===== config.mk =====
export PLATFORM = sky130hd
export DESIGN_NAME = moving_average
export DESIGN_NICKNAME = d
export VERILOG_FILES = /design/src/rtl/ctrl_cell_pkg.sv /design/src/rtl/moving_average_sample_ring.sv /design/src/rtl/moving_average.sv
export SDC_FILE = /design/constraint.sdc
export NUM_CORES = 1
export LEC_CHECK = 0
export BUFFER_PORTS_ARGS = -buffer_cell sky130_fd_sc_hd__buf_2
export CAP_MARGIN = 20
export CORE_MARGIN = 2
export CORE_UTILIZATION = 55
export DETAILED_ROUTE_END_ITERATION = 12
export PLACE_DENSITY = 0.74
export REMOVE_ABC_BUFFERS = 1
export SYNTH_ARGS = -nofsm -noshare
export SYNTH_HDL_FRONTEND = slang
export SYNTH_HIERARCHICAL = 1
export SYNTH_SLANG_ARGS = --single-unit

===== constraint.sdc =====
create_clock -name clk -period 7.06 [get_ports clk]
set_clock_uncertainty 0.2 [all_clocks]
set_input_delay 1.412 -clock clk [delete_from_list [all_inputs] [get_ports clk]]
set_output_delay 1.412 -clock clk [all_outputs]
set_load 0.02 [all_outputs]

===== src/rtl/ctrl_cell_pkg.sv =====
// ctrl_cell_pkg: definitions shared by the cell-chain elements.
//   DATA_MSB   - default index of the top data bit
//   data_t     - signed data word at the default width
//   ma_state_t - moving-average window state (FILL / RUN)
//   acc_width  - accumulator width for a 2^log2_depth window of w-bit samples
package ctrl_cell_pkg;

  localparam int DATA_MSB = 31;

  typedef logic signed [DATA_MSB:0] data_t;

  typedef enum logic {
    FILL = 1'b0,
    RUN  = 1'b1
  } ma_state_t;

  // A sum of 2^log2_depth signed w-bit words needs log2_depth extra bits
  // so it can never overflow.
  function automatic int acc_width(input int w, input int log2_depth);
    return w + log2_depth;
  endfunction

endpackage


===== src/rtl/moving_average_sample_ring.sv =====
// sample_ring: DEPTH x W register ring buffer with a write pointer.
// The read port always shows the entry the next write will overwrite,
// which is the oldest sample in the window.
// Ports:
//   clk     - clock, rising edge
//   rst     - synchronous active-high reset, zeroes entries and pointer
//   clear   - synchronous flush; if wr_en is also high, wr_data lands in
//             entry 0 and the pointer moves to 1
//   wr_en   - write wr_data at the pointer and advance it
//   wr_data - sample to store
//   oldest  - entry at the write pointer
module sample_ring
  import ctrl_cell_pkg::*;
#(
  parameter int W          = DATA_MSB + 1,
  parameter int LOG2_DEPTH = 2
) (
  input  logic         clk,
  input  logic         rst,
  input  logic         clear,
  input  logic         wr_en,
  input  logic [W-1:0] wr_data,
  output logic [W-1:0] oldest
);

  localparam int DEPTH = 1 << LOG2_DEPTH;

  logic [W-1:0]          ring [DEPTH];
  logic [LOG2_DEPTH-1:0] wr_ptr;

  always_ff @(posedge clk) begin
    if (rst) begin
      for (int i = 0; i < DEPTH; i++) ring[i] <= '0;
      wr_ptr <= '0;
    end else if (clear) begin
      for (int i = 0; i < DEPTH; i++) ring[i] <= '0;
      if (wr_en) ring[0] <= wr_data;
      wr_ptr <= LOG2_DEPTH'(wr_en);
    end else if (wr_en) begin
      ring[wr_ptr] <= wr_data;
      wr_ptr       <= wr_ptr + LOG2_DEPTH'(1);
    end
  end

  assign oldest = ring[wr_ptr];

endmodule


===== src/rtl/moving_average.sv =====
// moving_average: boxcar average over the last 2^LOG2_DEPTH valid samples.
// Build option: define MOVING_AVERAGE_ROUND_EN for round-half-up output;
// otherwise the average is floored by arithmetic shift.
// Ports:
//   clk         - clock, rising edge
//   rst         - synchronous active-high reset (priority over all else)
//   data_in     - signed sample
//   data_en     - sample valid strobe, may stay high every cycle
//   clear       - flush the window without touching data_out
//   data_out    - signed average, held between updates
//   data_en_out - one-cycle pulse when data_out has just been updated
//   state       - current window state, for observation
// Handshake: there is no back-pressure. A sample is consumed on every rising
// edge where data_en=1; data_en_out is high for exactly the cycle after an
// edge that updated data_out, with data_out valid in that cycle and held after.
module moving_average
  import ctrl_cell_pkg::*;
#(
  parameter int MSB        = DATA_MSB,
  parameter int LOG2_DEPTH = 2
) (
  input  logic               clk,
  input  logic               rst,
  input  logic signed [MSB:0] data_in,
  input  logic               data_en,
  input  logic               clear,
  output logic signed [MSB:0] data_out,
  output logic               data_en_out,
  output ma_state_t          state
);

  localparam int W     = MSB + 1;
  localparam int AW    = acc_width(W, LOG2_DEPTH);
  localparam int DEPTH = 1 << LOG2_DEPTH;
  localparam int FW    = LOG2_DEPTH + 1;

  logic signed [AW-1:0] sum_q, sum_next, sum_upd;
  logic [FW-1:0]        fill_q, fill_next;
  ma_state_t            state_next;
  logic                 pulse_next;
  logic signed [W-1:0]  oldest;
  logic signed [W-1:0]  avg;

  sample_ring #(
    .W          (W),
    .LOG2_DEPTH (LOG2_DEPTH)
  ) u_ring (
    .clk     (clk),
    .rst     (rst),
    .clear   (clear),
    .wr_en   (data_en),
    .wr_data (data_in),
    .oldest  (oldest)
  );

  // Running sum after replacing the oldest sample; during FILL the oldest
  // entries are still zero, so the same update works from the first sample.
  always_comb begin
    sum_upd = sum_q + AW'(data_in) - AW'(oldest);
  end

`ifdef MOVING_AVERAGE_ROUND_EN
  localparam int HALF = 1 << (LOG2_DEPTH - 1);
  logic signed [AW:0] rnd_sum;
  logic signed [AW:0] rnd_shift;
  always_comb begin
    rnd_sum   = (AW+1)'(sum_upd) + (AW+1)'(HALF);
    rnd_shift = rnd_sum >>> LOG2_DEPTH;
    avg       = rnd_shift[W-1:0];
  end
`else
  logic signed [AW-1:0] flr_shift;
  always_comb begin
    flr_shift = sum_upd >>> LOG2_DEPTH;
    avg       = flr_shift[W-1:0];
  end
`endif

  always_comb begin
    state_next = state;
    fill_next  = fill_q;
    sum_next   = sum_q;
    pulse_next = 1'b0;
    if (clear) begin
      // A sample arriving with clear becomes the first entry of the new window.
      state_next = FILL;
      sum_next   = data_en ? AW'(data_in) : '0;
      fill_next  = FW'(data_en);
    end else if (data_en) begin
      sum_next = sum_upd;
      if (fill_q != FW'(DEPTH)) fill_next = fill_q + FW'(1);
      if (state == RUN || fill_q == FW'(DEPTH - 1)) begin
        pulse_next = 1'b1;
        state_next = RUN;
      end
    end
  end

  always_ff @(posedge clk) begin
    if (rst) begin
      state       <= FILL;
      sum_q       <= '0;
      fill_q      <= '0;
      data_out    <= '0;
      data_en_out <= 1'b0;
    end else begin
      state       <= state_next;
      sum_q       <= sum_next;
      fill_q      <= fill_next;
      data_en_out <= pulse_next;
      if (pulse_next) data_out <= avg;
    end
  end

endmodule

==> summary.md, run 1 <==
| Metric | Value |
|---|---|
| #FFs+latches synth | `201` |
| Final instance area | `0.0130 sq mm` |
| Required time worst endpoint | `7.25 ns` |
| Vias in the first global route | `8,225` |
| Initial antenna violation count | `2` |
| Commonest cells in the netlist | `inv_1, and2_1, edfxtp_1` |
| Asr flop ratio synth | `0` |
| Fin crit period | `5.01 ns` |
| Total gr overflow | `0` |
| Post-Syn Area per Cell | `10.4 sq um` |
| CTS HTree Levels | `1` |
| Buffers on Ports | `69` |
| Inserted Clock Buffers | `22` |
| CP Data Arrival Time | `5.20 ns` |
| Clock-pin slew on the worst setup and hold paths | `0.06 ns` |
| Max clock buf depth | `3` |
| Critical Path Fanout Max | `25` |
| Post CTS Setup Buffer Count | `0` |
| Core Area | `0.0210 sq mm` |
| Unique masters post-synth | `62` |
| Drt drc | `0` |
| Routed len/inst | `19.1 um` |
| ANT nets after route | `0` |
| Yosys top cell by area | `edfxtp_1` |
| Seq/Total Area, Yosys | `0.451` |
| Met3 Use GR | `0.0373` |
| Hold_buf cts | `0` |
| Synth top area share | `0.327` |
| Non-Filler Instances | `1,475` |
| TritonCTS clock tree | `done` |
| Setup ws final | `2.05 ns` |
| Period Utilization, post-route | `0.709` |
| Die Span Y | `150 um` |
| Core Rows | `53` |
| Chip Width | `150 um` |
| Top post-synthesis cells by area | `edfxtp_1, dfxtp_1, and2_1` |
| Peak supply drop | `201 uV` |
| Clock sink count | `201` |
| Skew-Pair Late Insertion Delay | `0.51 ns` |
| # nets final | `1,294` |
| Area delta synth->final | `10.8%` |
| Grt met2 use | `0.399` |
| Dpl hpwl | `18.9 mm` |
| Die Area | `0.0226 sq mm` |
| Mapped Area | `0.0118 sq mm` |
| Count leader, synth | `inv_1` |
| Crit Path Class | `flip-flop to flip-flop` |
| Min-delay worst type | `flip-flop to flip-flop` |
| CP Capture Type | `flip-flop` |
| Grt peak-use layer | `met2` |
| Pwr dens | `292 mW/mm^2` |
| First-pass GRT wire length | `44.7 mm` |
| Syn Inst Count | `1,136` |
| Dpl ws | `2.00 ns` |
| Vias | `8,439` |
| Status | `finished clean` |
| Slew margin rel. | `0.272` |
| Final setup TNS | `0 ns` |
| Met1 Use GR | `0.386` |
| Top_reg_cell synth | `edfxtp_1` |
| Startpoint type of the worst setup path | `flip-flop` |
| Final-report hold violation count | `0` |
| Synthesis Warnings | `6` |
| EDFF count, synth | `128` |
| Fmax | `0.200 GHz` |
| RSZ-0062 raised after global routing | `no` |
| Initial Util | `0.560` |
| Placed inst area | `0.0122 sq mm` |
| Final Wtd Congestion | `0.924` |
| MaxCap Viol Count | `0` |
| Drt first pass iters | `5` |
| Leakage Power | `5.64 nW` |
| Num ports | `70` |
| Vias/cell | `5.72` |
| Placed Cells incl. Taps | `1,434` |
| DRT iter0 DRCs | `798` |
| Share of layout cells above drive strength 1 | `0.147` |
| Total GRT Usage | `0.257` |
| Slew Limit Fails | `0` |
| Maximum number of pins on one net before global-route repair | `84` |
| Final WL | `28.2 mm` |
| Total power | `3.80 mW` |
| Resize count post-CTS | `0` |
| Final setup fails | `0` |
| Root Driver | `clkbuf_16` |
| Worst-margin pin slew | `1.09 ns` |
-- cell usage in the layout (no fill, tap or decap), types with 6 or more instances in the layout --
cell type	count
a22oi_1	14
inv_1	145
nand2_1	99
mux4_2	32
nand3b_1	7
or3_1	7
nand2b_1	6
mux2i_1	8
nand3_1	24
clkbuf_16	23
and3_1	7
buf_4	14
o21a_1	6
a21oi_1	81
fa_1	33
clkbuf_8	7
a21o_1	28
nor2_1	58
a211oi_1	8
ha_1	42
a31oi_1	9
nor3_1	9
o21ai_0	29
buf_2	68
edfxtp_1	128
and2_1	132
xnor2_1	13
xor2_1	9
dfxtp_1	71
-- path summary, 6_finish.rpt --
| check | startpoint | depth (start not counted) | endpoint | slack, ns |
|---|---|---|---|---|
| setup / recovery | u_ring/wr_ptr[0] | 13 | data_out[29] | 2.05 |
| hold / removal | data_out[13] | 2 | data_out[13] | 0.25 |
| setup reg to reg | u_ring/wr_ptr[0] | 13 | data_out[29] | 2.05 |
| hold reg to reg | data_out[13] | 2 | data_out[13] | 0.25 |
-- worst max-delay path, cell delays in order, from the launching register on --
cell	delay (ns)
dfxtp_2	0.95
mux4_2	0.61
fa_1	0.55
inv_1	0.06
ha_1	0.32
a211oi_2	0.24
o21ai_1	0.16
o21a_1	0.25
o2111a_1	0.30
o211ai_1	0.33
a21oi_1	0.19
o41ai_1	0.37
mux2i_1	0.27
nand2_1	0.06
-- through the flow --
| stage | hold WS (ns) | util |
|---|---|---|
| 3_5_place_dp | 0.243 | 0.582 |
| 4_1_cts | 0.251 | 0.620 |
| 3_3_place_gp | 0.240 | 0.582 |
| 2_1_floorplan | 0.226 | - |
| 6_report | 0.251 | 0.620 |
| 5_1_grt | 0.273 | 0.620 |
-- registers in the layout (all words and copies together) (netlist names) --
register	flops
u_ring/ring	128
fill_q	3
sum_q	34
data_en_out	1
data_out	32
state	1
u_ring/wr_ptr	2
-- power by group --
group / total [mW] / switching [mW] / internal, mW
registers: 1.36 / 0.0355 / 1.32
logic: 1.20 / 0.721 / 0.480
clock network: 1.25 / 0.468 / 0.778
total: 3.80 / 1.22 / 2.58
-- cell type report --
cell class,count,area [sq um]
inverter,145,544
timing repair buffer,82,445
clock buffer,35,691
tap,275,344
fill,1708,7990
sequential,201,5310
clock inverter,5,101
antenna,1,2.50
multi-input combinational,731,5600
-- per-layer routing --
metal  up-vias  part of all wire
li1       4005                 -
met1      4117              0.45
met2       283              0.45
met3        34             0.078
met4         0             0.014
met5         -                 0
-- logic make-up (layout without fill, tap and decap cells) --
group	after synthesis	after routing	synth area share
AOI/OAI and AO/OA	218	218	0.121
xor gates and xnor gates	22	22	0.0164
adders and majority gates	75	75	0.101
buffers and inverters	204	267	0.0751
DFF	201	201	0.451
muxes	42	42	0.0700
other	0	1	0
and+or+nand+nor	374	374	0.166
No activity file was read; power rests on OpenSTA's default activity.
==> run 2: changes to the inputs <==
==> constraint.sdc (replaced) <==
create_clock -name clk -period 5.1 [get_ports clk]
set_clock_uncertainty 0.2 [all_clocks]
set_input_delay 1.02 -clock clk [delete_from_list [all_inputs] [get_ports clk]]
set_output_delay 1.02 -clock clk [all_outputs]
set_load 0.02 [all_outputs]
==> summary.md, run 2 (synthesized netlist as in run 1, its figures left out) <==
| Metric | Value |
|---|---|
| Chip Width | `150 um (unchanged)` |
| Vias in the first global route | `8,222 (-0.036%)` |
| Pint | `3.38 mW (+31%)` |
| Total GRT Usage | `0.255 (-0.00204)` |
| Setup ws final | `0.560 ns (-1.49 ns)` |
| Commonest non-fill, non-tap cell in the layout | `inv_1` |
| RSZ-0062 raised after global routing | `no` |
| Non-Filler Instances | `1,483 (+0.54%)` |
| Max FFs per register | `128 (unchanged)` |
| Period Utilization, post-route | `0.890 (+0.181)` |
| Crit Path Class | `flip-flop to flip-flop` |
| TritonCTS clock tree | `done` |
| Switching share of power | `0.331 (+0.00904)` |
| Share of layout cells above drive strength 1 | `0.154 (+0.00718)` |
| Max stage delay on crit path | `0.52 ns (-0.43 ns)` |
| Core Area | `0.0210 sq mm (unchanged)` |
| Area delta synth->final | `10.8% (unchanged)` |
| CP top delay family | `simple AND/OR/NAND/NOR gates` |
| CP max stage cell | `mux4_2` |
| Fin crit period | `4.54 ns (-0.467 ns)` |
| Die Span Y | `150 um (unchanged)` |
| Inserted Clock Buffers | `22 (unchanged)` |
| Critical Path Fanout Max | `20 (-20%)` |
| Worst-margin pin slew | `0.931 ns (-0.161 ns)` |
| Clock sink count | `201 (unchanged)` |
| Skew-Pair Late Insertion Delay | `0.51 ns (about the same)` |
| DRT iter0 DRCs | `561 (-30%)` |
| Status | `finished clean` |
| CP Capture Type | `flip-flop` |
| Utilization after layout | `0.620 (unchanged)` |
| CP Data Arrival Time | `4.79 ns (-0.41 ns)` |
| Most frequent cells in the layout | `inv_1, and2_1, edfxtp_1, nand2_1, a21oi_1` |
| Required time worst endpoint | `5.35 ns (-1.90 ns)` |
| Fmax | `0.220 GHz (+10%)` |
| Clock power frac | `0.302 (-0.026)` |
| Total power | `5.05 mW (+33%)` |
| Max clock buf depth | `3 (unchanged)` |
| Initial Util | `0.560 (unchanged)` |
| Pwr dens | `388 mW/mm^2 (+33%)` |
| # nets final | `1,303 (+0.70%)` |
| Leakage Power | `5.66 nW (+0.43%)` |
| Initial antenna violation count | `0 (-2)` |
| Vias/cell | `5.66 (-1.1%)` |
| Number of diodes | `0 (-1)` |
| Buffers on Ports | `69 (unchanged)` |
| Final instance area | `0.0130 sq mm (unchanged)` |
| Final setup TNS | `0 ns (unchanged)` |
| Logic pwr share | `0.329 (+0.013)` |
| Vias | `8,392 (-0.56%)` |
| Startpoint type of the worst setup path | `flip-flop` |
| MaxCap Viol Count | `0 (unchanged)` |
| Resize count post-CTS | `0 (unchanged)` |
| Peak supply drop | `265 uV (+32%)` |
| Most flops, register | `u_ring/ring` |
| Dpl hpwl | `18.9 mm (+0.11%)` |
| First-pass GRT wire length | `44.3 mm (-0.76%)` |
| Largest regs | `u_ring/ring x128, sum_q x34, data_out x32` |
| Clock-pin slew on the worst setup and hold paths | `0.06 ns (about the same)` |
| Drt drc | `0 (unchanged)` |
| Hold_buf cts | `0 (unchanged)` |
| Die Area | `0.0226 sq mm (unchanged)` |
| Slew margin rel. | `0.378 (+0.106)` |
| P_sw | `1.67 mW (+37%)` |
| Core Rows | `53 (unchanged)` |
| Buf/Inv on CP | `3 (+2)` |
| Min-delay worst type | `flip-flop to flip-flop` |
| CTS HTree Levels | `1 (unchanged)` |
| Slew Limit Fails | `0 (unchanged)` |
| Routed len/inst | `18.8 um (-1.9%)` |
| ANT nets after route | `0 (unchanged)` |
| Final-report hold violation count | `0 (unchanged)` |
| Final setup fails | `0 (unchanged)` |
| Seq pwr share | `0.370 (+0.014)` |
| Placed inst area | `0.0123 sq mm (+0.86%)` |
| CP Cell Sequence | `buf_12, mux4_2, ha_1, inv_1, ha_1, inv_1, fa_1, nand2b_1, a211o_1, a211o_1, nand3_1, a2111oi_4, nor3_1, nor2_1, or4_1, nand3_1` |
| Final WL | `27.8 mm (-1.4%)` |
| Maximum number of pins on one net before global-route repair | `52 (-38%)` |
| Root Driver | `clkbuf_16` |
| Total gr overflow | `0 (unchanged)` |
| Placed Cells incl. Taps | `1,443 (+0.63%)` |
| Drt first pass iters | `5 (unchanged)` |
| Dpl ws | `0.534 ns (-1.47 ns)` |
| WHS | `0.250 ns (-0.000980 ns)` |
| Num ports | `70 (unchanged)` |
| Post CTS Setup Buffer Count | `0 (unchanged)` |
| Final Wtd Congestion | `0.932 (+0.88%)` |
## run 2: worst paths after layout
| kind | from | to | slack, ns | depth (start not counted) |
|---|---|---|---|---|
| worst max register to register | u_ring/wr_ptr[0] | data_out[28] | 0.56 | 16 |
| worst min register to register | data_out[20] | data_out[20] | 0.25 | 2 |
| worst max-delay path | u_ring/wr_ptr[0] | data_out[28] | 0.56 | 16 |
| worst min-delay path | data_out[20] | data_out[20] | 0.25 | 2 |
## run 2: worst register-to-register path, stage by stage, from the launching register on
cell and delay (ns):
dfxtp_2 0.35, buf_12 0.21, mux4_2 0.55, ha_1 0.28, inv_1 0.06, ha_1 0.22, inv_1 0.07, fa_1 0.39
nand2b_1 0.20, a211o_1 0.30, a211o_1 0.32, nand3_1 0.19, a2111oi_4 0.14, nor3_1 0.42, nor2_1 0.11, or4_1 0.42
nand3_1 0.08
## run 2: per-layer routing
layer  global-route usage  wire length [um]  up-vias
met5                    0                 0        -
met4               0.0788               744        0
met3               0.0306              1670       54
met2                0.407             12900      262
met1                0.369             12500     4068
li1                     -                 -     4008
## run 2: area by class of cell
cell class | count | area (sq um)
repair buffers | 91 | 551
multi-input cells | 731 | 5600
flip-flops and latches | 201 | 5310
fillers | 1780 | 7990
clock inverters | 8 | 40.0
clock buffers | 32 | 649
well taps | 275 | 344
inverters | 145 | 544
## run 2: power groups by stage
| stage | Combinational [mW] | Sequential [mW] | Clock [mW] |
|---|---|---|---|
| 2_1_floorplan | 1.24 | 1.90 | 0 |
| 3_3_place_gp | 1.62 | 1.89 | 0 |
| 3_5_place_dp | 1.63 | 1.90 | 0 |
| 4_1_cts | 1.65 | 1.87 | 1.54 |
| 5_1_grt | 1.86 | 1.87 | 1.61 |
| 6_report | 1.66 | 1.87 | 1.52 |
